[src/rtl/uart_tx_arbiter.sv]
// rtl/uart_tx_arbiter.sv - round-robin UART TX arbiter with locked multi-byte packets
// Optional watchdog enabled by defining UART_TX_ARB_TIMEOUT_EN.

module uart_tx_arbiter #(
  parameter int N_REQ          = 2,
  parameter int WORD_LENGTH    = 8,
  parameter int TIMEOUT_CYCLES = 65535
) (
  input  logic                         i_clock,
  input  logic                         i_reset,
  input  logic [N_REQ-1:0]             i_req,
  input  logic [N_REQ-1:0]             i_last,
  input  logic [N_REQ*WORD_LENGTH-1:0] i_data,
  input  logic                         i_tx_done,
  output logic                         o_tx_start,
  output logic [WORD_LENGTH-1:0]       o_data_tx,
  output logic [N_REQ-1:0]             o_grant,
  output logic [N_REQ-1:0]             o_ack,
  output logic                         o_busy,
  output logic                         o_timeout
);
  localparam int PW = (N_REQ > 1) ? $clog2(N_REQ) : 1;

  typedef enum logic [1:0] {IDLE, SEND, WAIT, ACK} state_t;

  state_t                 state_q, state_d;
  logic [N_REQ-1:0]       grant_q, grant_d;
  logic [WORD_LENGTH-1:0] data_q, data_d;
  logic                   lock_q, lock_d;
  logic [PW-1:0]          ptr_q, ptr_d;
  logic                   prev_done_q;
  logic                   done_edge;
  logic                   expire;
  logic                   found;
  logic [PW-1:0]          sel;
  int                     pick_idx;

  assign done_edge = i_tx_done & ~prev_done_q;

  // A locked owner keeps the transmitter; otherwise search upward from pointer+1.
  always_comb begin
    found    = 1'b0;
    sel      = ptr_q;
    pick_idx = 0;
    if (lock_q && i_req[ptr_q]) begin
      found = 1'b1;
    end else begin
      for (int i = 1; i <= N_REQ; i++) begin
        pick_idx = int'(ptr_q) + i;
        if (pick_idx >= N_REQ) pick_idx = pick_idx - N_REQ;
        if (!found && i_req[pick_idx[PW-1:0]]) begin
          found = 1'b1;
          sel   = pick_idx[PW-1:0];
        end
      end
    end
  end

`ifdef UART_TX_ARB_TIMEOUT_EN
  logic [15:0] wd_cnt_q, wd_cnt_d;

  always_comb begin
    wd_cnt_d = '0;
    if (state_q == WAIT) wd_cnt_d = wd_cnt_q + 16'd1;
  end

  always_ff @(posedge i_clock or posedge i_reset) begin
    if (i_reset) wd_cnt_q <= '0;
    else         wd_cnt_q <= wd_cnt_d;
  end

  // A done edge in the expiry cycle takes priority over the watchdog.
  assign expire = (state_q == WAIT) && !done_edge && (wd_cnt_q == 16'(TIMEOUT_CYCLES - 1));
`else
  localparam int unused_timeout_cycles = TIMEOUT_CYCLES;
  assign expire = 1'b0;
`endif

  always_ff @(posedge i_clock or posedge i_reset) begin
    if (i_reset) begin
      state_q     <= IDLE;
      grant_q     <= '0;
      data_q      <= '0;
      lock_q      <= 1'b0;
      ptr_q       <= PW'(N_REQ - 1);
      prev_done_q <= 1'b1;
    end else begin
      state_q     <= state_d;
      grant_q     <= grant_d;
      data_q      <= data_d;
      lock_q      <= lock_d;
      ptr_q       <= ptr_d;
      prev_done_q <= i_tx_done;
    end
  end

  always_comb begin
    state_d = state_q;
    grant_d = grant_q;
    data_d  = data_q;
    lock_d  = lock_q;
    ptr_d   = ptr_q;
    case (state_q)
      IDLE: begin
        if (found) begin
          grant_d = N_REQ'(1) << sel;
          data_d  = i_data[int'(sel)*WORD_LENGTH +: WORD_LENGTH];
          lock_d  = ~i_last[sel];
          ptr_d   = sel;
          state_d = SEND;
        end else begin
          grant_d = '0;
          lock_d  = 1'b0;
        end
      end
      SEND: state_d = WAIT;
      WAIT: begin
        if (done_edge) begin
          state_d = ACK;
        end else if (expire) begin
          state_d = IDLE;
          grant_d = '0;
          lock_d  = 1'b0;
        end
      end
      ACK: begin
        state_d = IDLE;
        if (!lock_q) grant_d = '0;
      end
      default: state_d = IDLE;
    endcase
  end

  always_comb begin
    o_tx_start = (state_q == SEND);
    o_busy     = (state_q != IDLE);
    o_ack      = (state_q == ACK) ? grant_q : '0;
    o_grant    = grant_q;
    o_data_tx  = data_q;
    o_timeout  = expire;
  end

endmodule

[config.mk]
export PLATFORM = sky130hd
export DESIGN_NAME = uart_tx_arbiter
export DESIGN_NICKNAME = d
export VERILOG_FILES = /design/src/rtl/uart_tx_arbiter.sv
export SDC_FILE = /design/constraint.sdc
export NUM_CORES = 1
export LEC_CHECK = 0
export ABC_AREA = 0
export BUFFER_PORTS_ARGS = -buffer_cell sky130_fd_sc_hd__clkbuf_2
export CORE_ASPECT_RATIO = 1.1
export CORE_UTILIZATION = 45
export CTS_CLUSTER_DIAMETER = 150
export DETAILED_ROUTE_END_ITERATION = 10
export PLACE_DENSITY_LB_ADDON = 0.12
export SLEW_MARGIN = 20
export SYNTH_ARGS = -nofsm -noshare
export SYNTH_HDL_FRONTEND = slang
export SYNTH_SLANG_ARGS = --single-unit
export TNS_END_PERCENT = 20
[constraint.sdc]
create_clock -name i_clock -period 1.7 [get_ports i_clock]
set_input_delay 0.085 -clock i_clock [delete_from_list [all_inputs] [get_ports i_clock]]
set_output_delay 0.085 -clock i_clock [all_outputs]
set_load 0.05 [all_outputs]
==> reports/qor.csv <==
stage,metric,value,unit
status,status,"complete, no violations",
synth,Cells after Synth,136,
setup_path,CP required,1.88,ns
clocking,H-Tree Level Count,1,
placement,gpl congestion,0.790,
placement,Detail Placement HPWL,2160,um
grt,largest net degree at the start of global routing,20,
timing,total negative slack,0,ns
clocking,clk buf depth,2,
synth,cell type with the largest total area after synthesis,dfrtp_1,
clocking,CTS Sinks,15,
timing,skew final,0.00162,ns
detailed_routing,drt first-iter violations,36,
synth,Synth top area share,28.1,%
clocking,TritonCTS clock tree,yes,
min_path,Hold Crit Start,i_last[1],
timing,worst slew pin tran,0.608,ns
power,PD cells,1790,nW/um^2
detailed_routing,final antenna-violating net count,0,
finish,ANT cells,0,
min_path,Hold Crit Class,primary input to flip-flop,
die,area of the die,2780,um^2
die,Initial Util,49.4,%
setup_path,Worst Path Max Fanout,6,
detailed_routing,WL/cell,14.9,um
grt,Total GRT Usage,24.5,%
timing,Max Clock Freq,648,MHz
setup_path,Critical Path Source Type,flip-flop,
clocking,clk_lat worst skew,0.28,ns
die,Cell Rows,18,
clocking,CTS buffer count,3,
clocking,clock-pin slew on the worst setup and hold paths,0.09,ns
die,chip height,55.2,um
timing,Slew HR,59.4,%
finish,area delta synth->final,21.6,%
finish,cell area after layout,1410,um^2
synth,Yosys reg bits,15,
setup_path,worst reg2reg startpoint,state_q[1],
die,area of the core,2340,um^2
placement,Placed Area,1360,um^2
synth,number of synthesized flops with an enable pin,0,
detailed_routing,Final Routed Wirelength,3010,um
synth,"Seq/Total Area, Yosys",32.7,%
grt,vias in the first global route,1158,
setup_path,CP Class,flip-flop to flip-flop,
power,Leak,0.647,nW
finish,final core occ,60.0,%
clocking,clock root cell,clkbuf_4,
timing,setup violators final,0,
die,die width,50.3,um
synth,mapped cell area,1160,um^2
synth,"Warnings, synthesis",0,
finish,layout cells sized above 1,30.8,%
synth,ys flop type,dfrtp_1,
detailed_routing,DRC viols,0,
detailed_routing,drt pass-1 iters,4,
synth,Post-synth ARST share,100,%
clocking,CTS resizes,0,
timing,Final Hold Slack,0.0563,ns
detailed_routing,routed vias,1212,
die,num ports,38,
synth,Area contributors post-synth,"dfrtp_1 28%, o221ai_1 6.1%, a221oi_1 5.3%",
setup_path,crit path launch,state_q[1],
timing,min cycle time layout,1.54,ns
clocking,Setup Buffers After CTS,0,
finish,Final nets,200,
power,worst vdd ir,0.00112,V
synth,Yosys cell types,36,
synth,Post-Syn Area per Cell,8.50,um^2
grt,GRT overflow,0,
synth,syn nets,163,
detailed_routing,routed vias/inst,6.00,
placement,Port Buffers,36,
grt,initial antenna violation count,0,
timing,"Slew Viols, Final",0,
setup_path,CP Capture Type,flip-flop,
timing,unrepaired setup endpoints after global routing,no,
grt,first-pass GRT wire length,5090,um
run,Max Cap Viol,0,
setup_path,arrival time worst endpoint,1.72,ns
timing,final hold violations,0,
timing,final critical-path share of the clock period,90.8,%
placed cells by master, fill, tap and decap left out, types with 2 or more instances in the layout:
| cell | instances |
|---|---|
| and2_1 | 2 |
| nand2_1 | 13 |
| clkbuf_4 | 3 |
| dfstp_2 | 2 |
| a21oi_1 | 7 |
| nor2b_1 | 3 |
| nand3_1 | 2 |
| o21ai_0 | 12 |
| ha_1 | 4 |
| o221ai_1 | 8 |
| nand2b_1 | 4 |
| inv_1 | 5 |
| o22ai_1 | 8 |
| o21a_1 | 8 |
| a221oi_1 | 7 |
| o31ai_1 | 7 |
| dlygate4sd3_1 | 2 |
| clkbuf_2 | 36 |
| dfrtp_1 | 13 |
| buf_4 | 9 |
critical path, stage by stage, from the launching register on:
cell and delay, ns:
dfrtp_1 0.43, inv_1 0.10, ha_1 0.20, inv_2 0.08, o31a_1 0.33, mux2_4 0.30
cells in the mapped netlist (all sizes together) (3+ instances only):
cell    count
dfrtp      13
nand2      13
o21ai      13
buf        11
o21a        8
o221ai      8
o22ai       8
a21oi       7
a221oi      7
o31ai       7
inv         6
clkbuf      4
ha          4
nand2b      4
nor2b       3
logic make-up after synthesis:
kind of cell             Yosys count  share of synthesized area (%)
flip-flops                        15                           32.7
adder cells (fa/ha/maj)            4                           4.33
other                              1                          0.324
AO/OA/AOI/OAI                     65                           39.2
AND/OR/NAND/NOR                   27                           11.6
buffers and inverters             21                           8.98
XOR/XNOR                           1                          0.758
multiplexers                       2                           2.16
flip-flops by register name, indices dropped and copies added, names as in the netlist:
register     cells
state_q          2
prev_done_q      1
o_grant          2
lock_q           1
ptr_q            1
o_data_tx        8
routing by layer:
layer	routed length [um]	GRT usage [%]
met1	1320	25.5
met2	1490	50.0
met3	179	4.37
met4	15	8.33
met5	0	0
path summary, 6_finish.rpt:
check | end | slack, ns | depth (start not counted)
worst max register to register | state_q[1] | 0.16 | 5
min in group asynchronous | o_data_tx[3] | 0.41 | 3
worst max-delay path | state_q[1] | 0.16 | 5
worst min register to register | o_data_tx[3] | 0.49 | 2
worst min-delay path | lock_q | 0.06 | 3
max in group asynchronous | o_data_tx[5] | 0.90 | 3
what timing repair did:
action,4_1_cts,5_1_grt
hold buffers,2,0
endpoints found under the hold margin,14,0
endpoints found under the setup margin,0,0
metrics by stage:
stage,worst slack [ns],cells,total power [mW]
2_1_floorplan,0.0274,136,1.91
3_3_place_gp,0.220,196,2.26
3_5_place_dp,0.171,196,2.30
4_1_cts,0.151,202,2.53
5_1_grt,0.0583,202,2.72
6_report,0.157,202,2.51
power by group:
group	switching, mW	total, mW	internal (mW)
registers	0.134	0.650	0.516
clock network	0.119	0.210	0.0910
logic	1.06	1.65	0.597
cell type report:
class,count,area (um^2)
Sequential cell,15,378
Tap cell,30,37.5
Clock buffer,4,26.3
Fill cell,239,936
Multi-Input combinational cell,100,674
Inverter,6,22.5
Timing Repair Buffer,47,268
(Power assumes the default switching activity.)
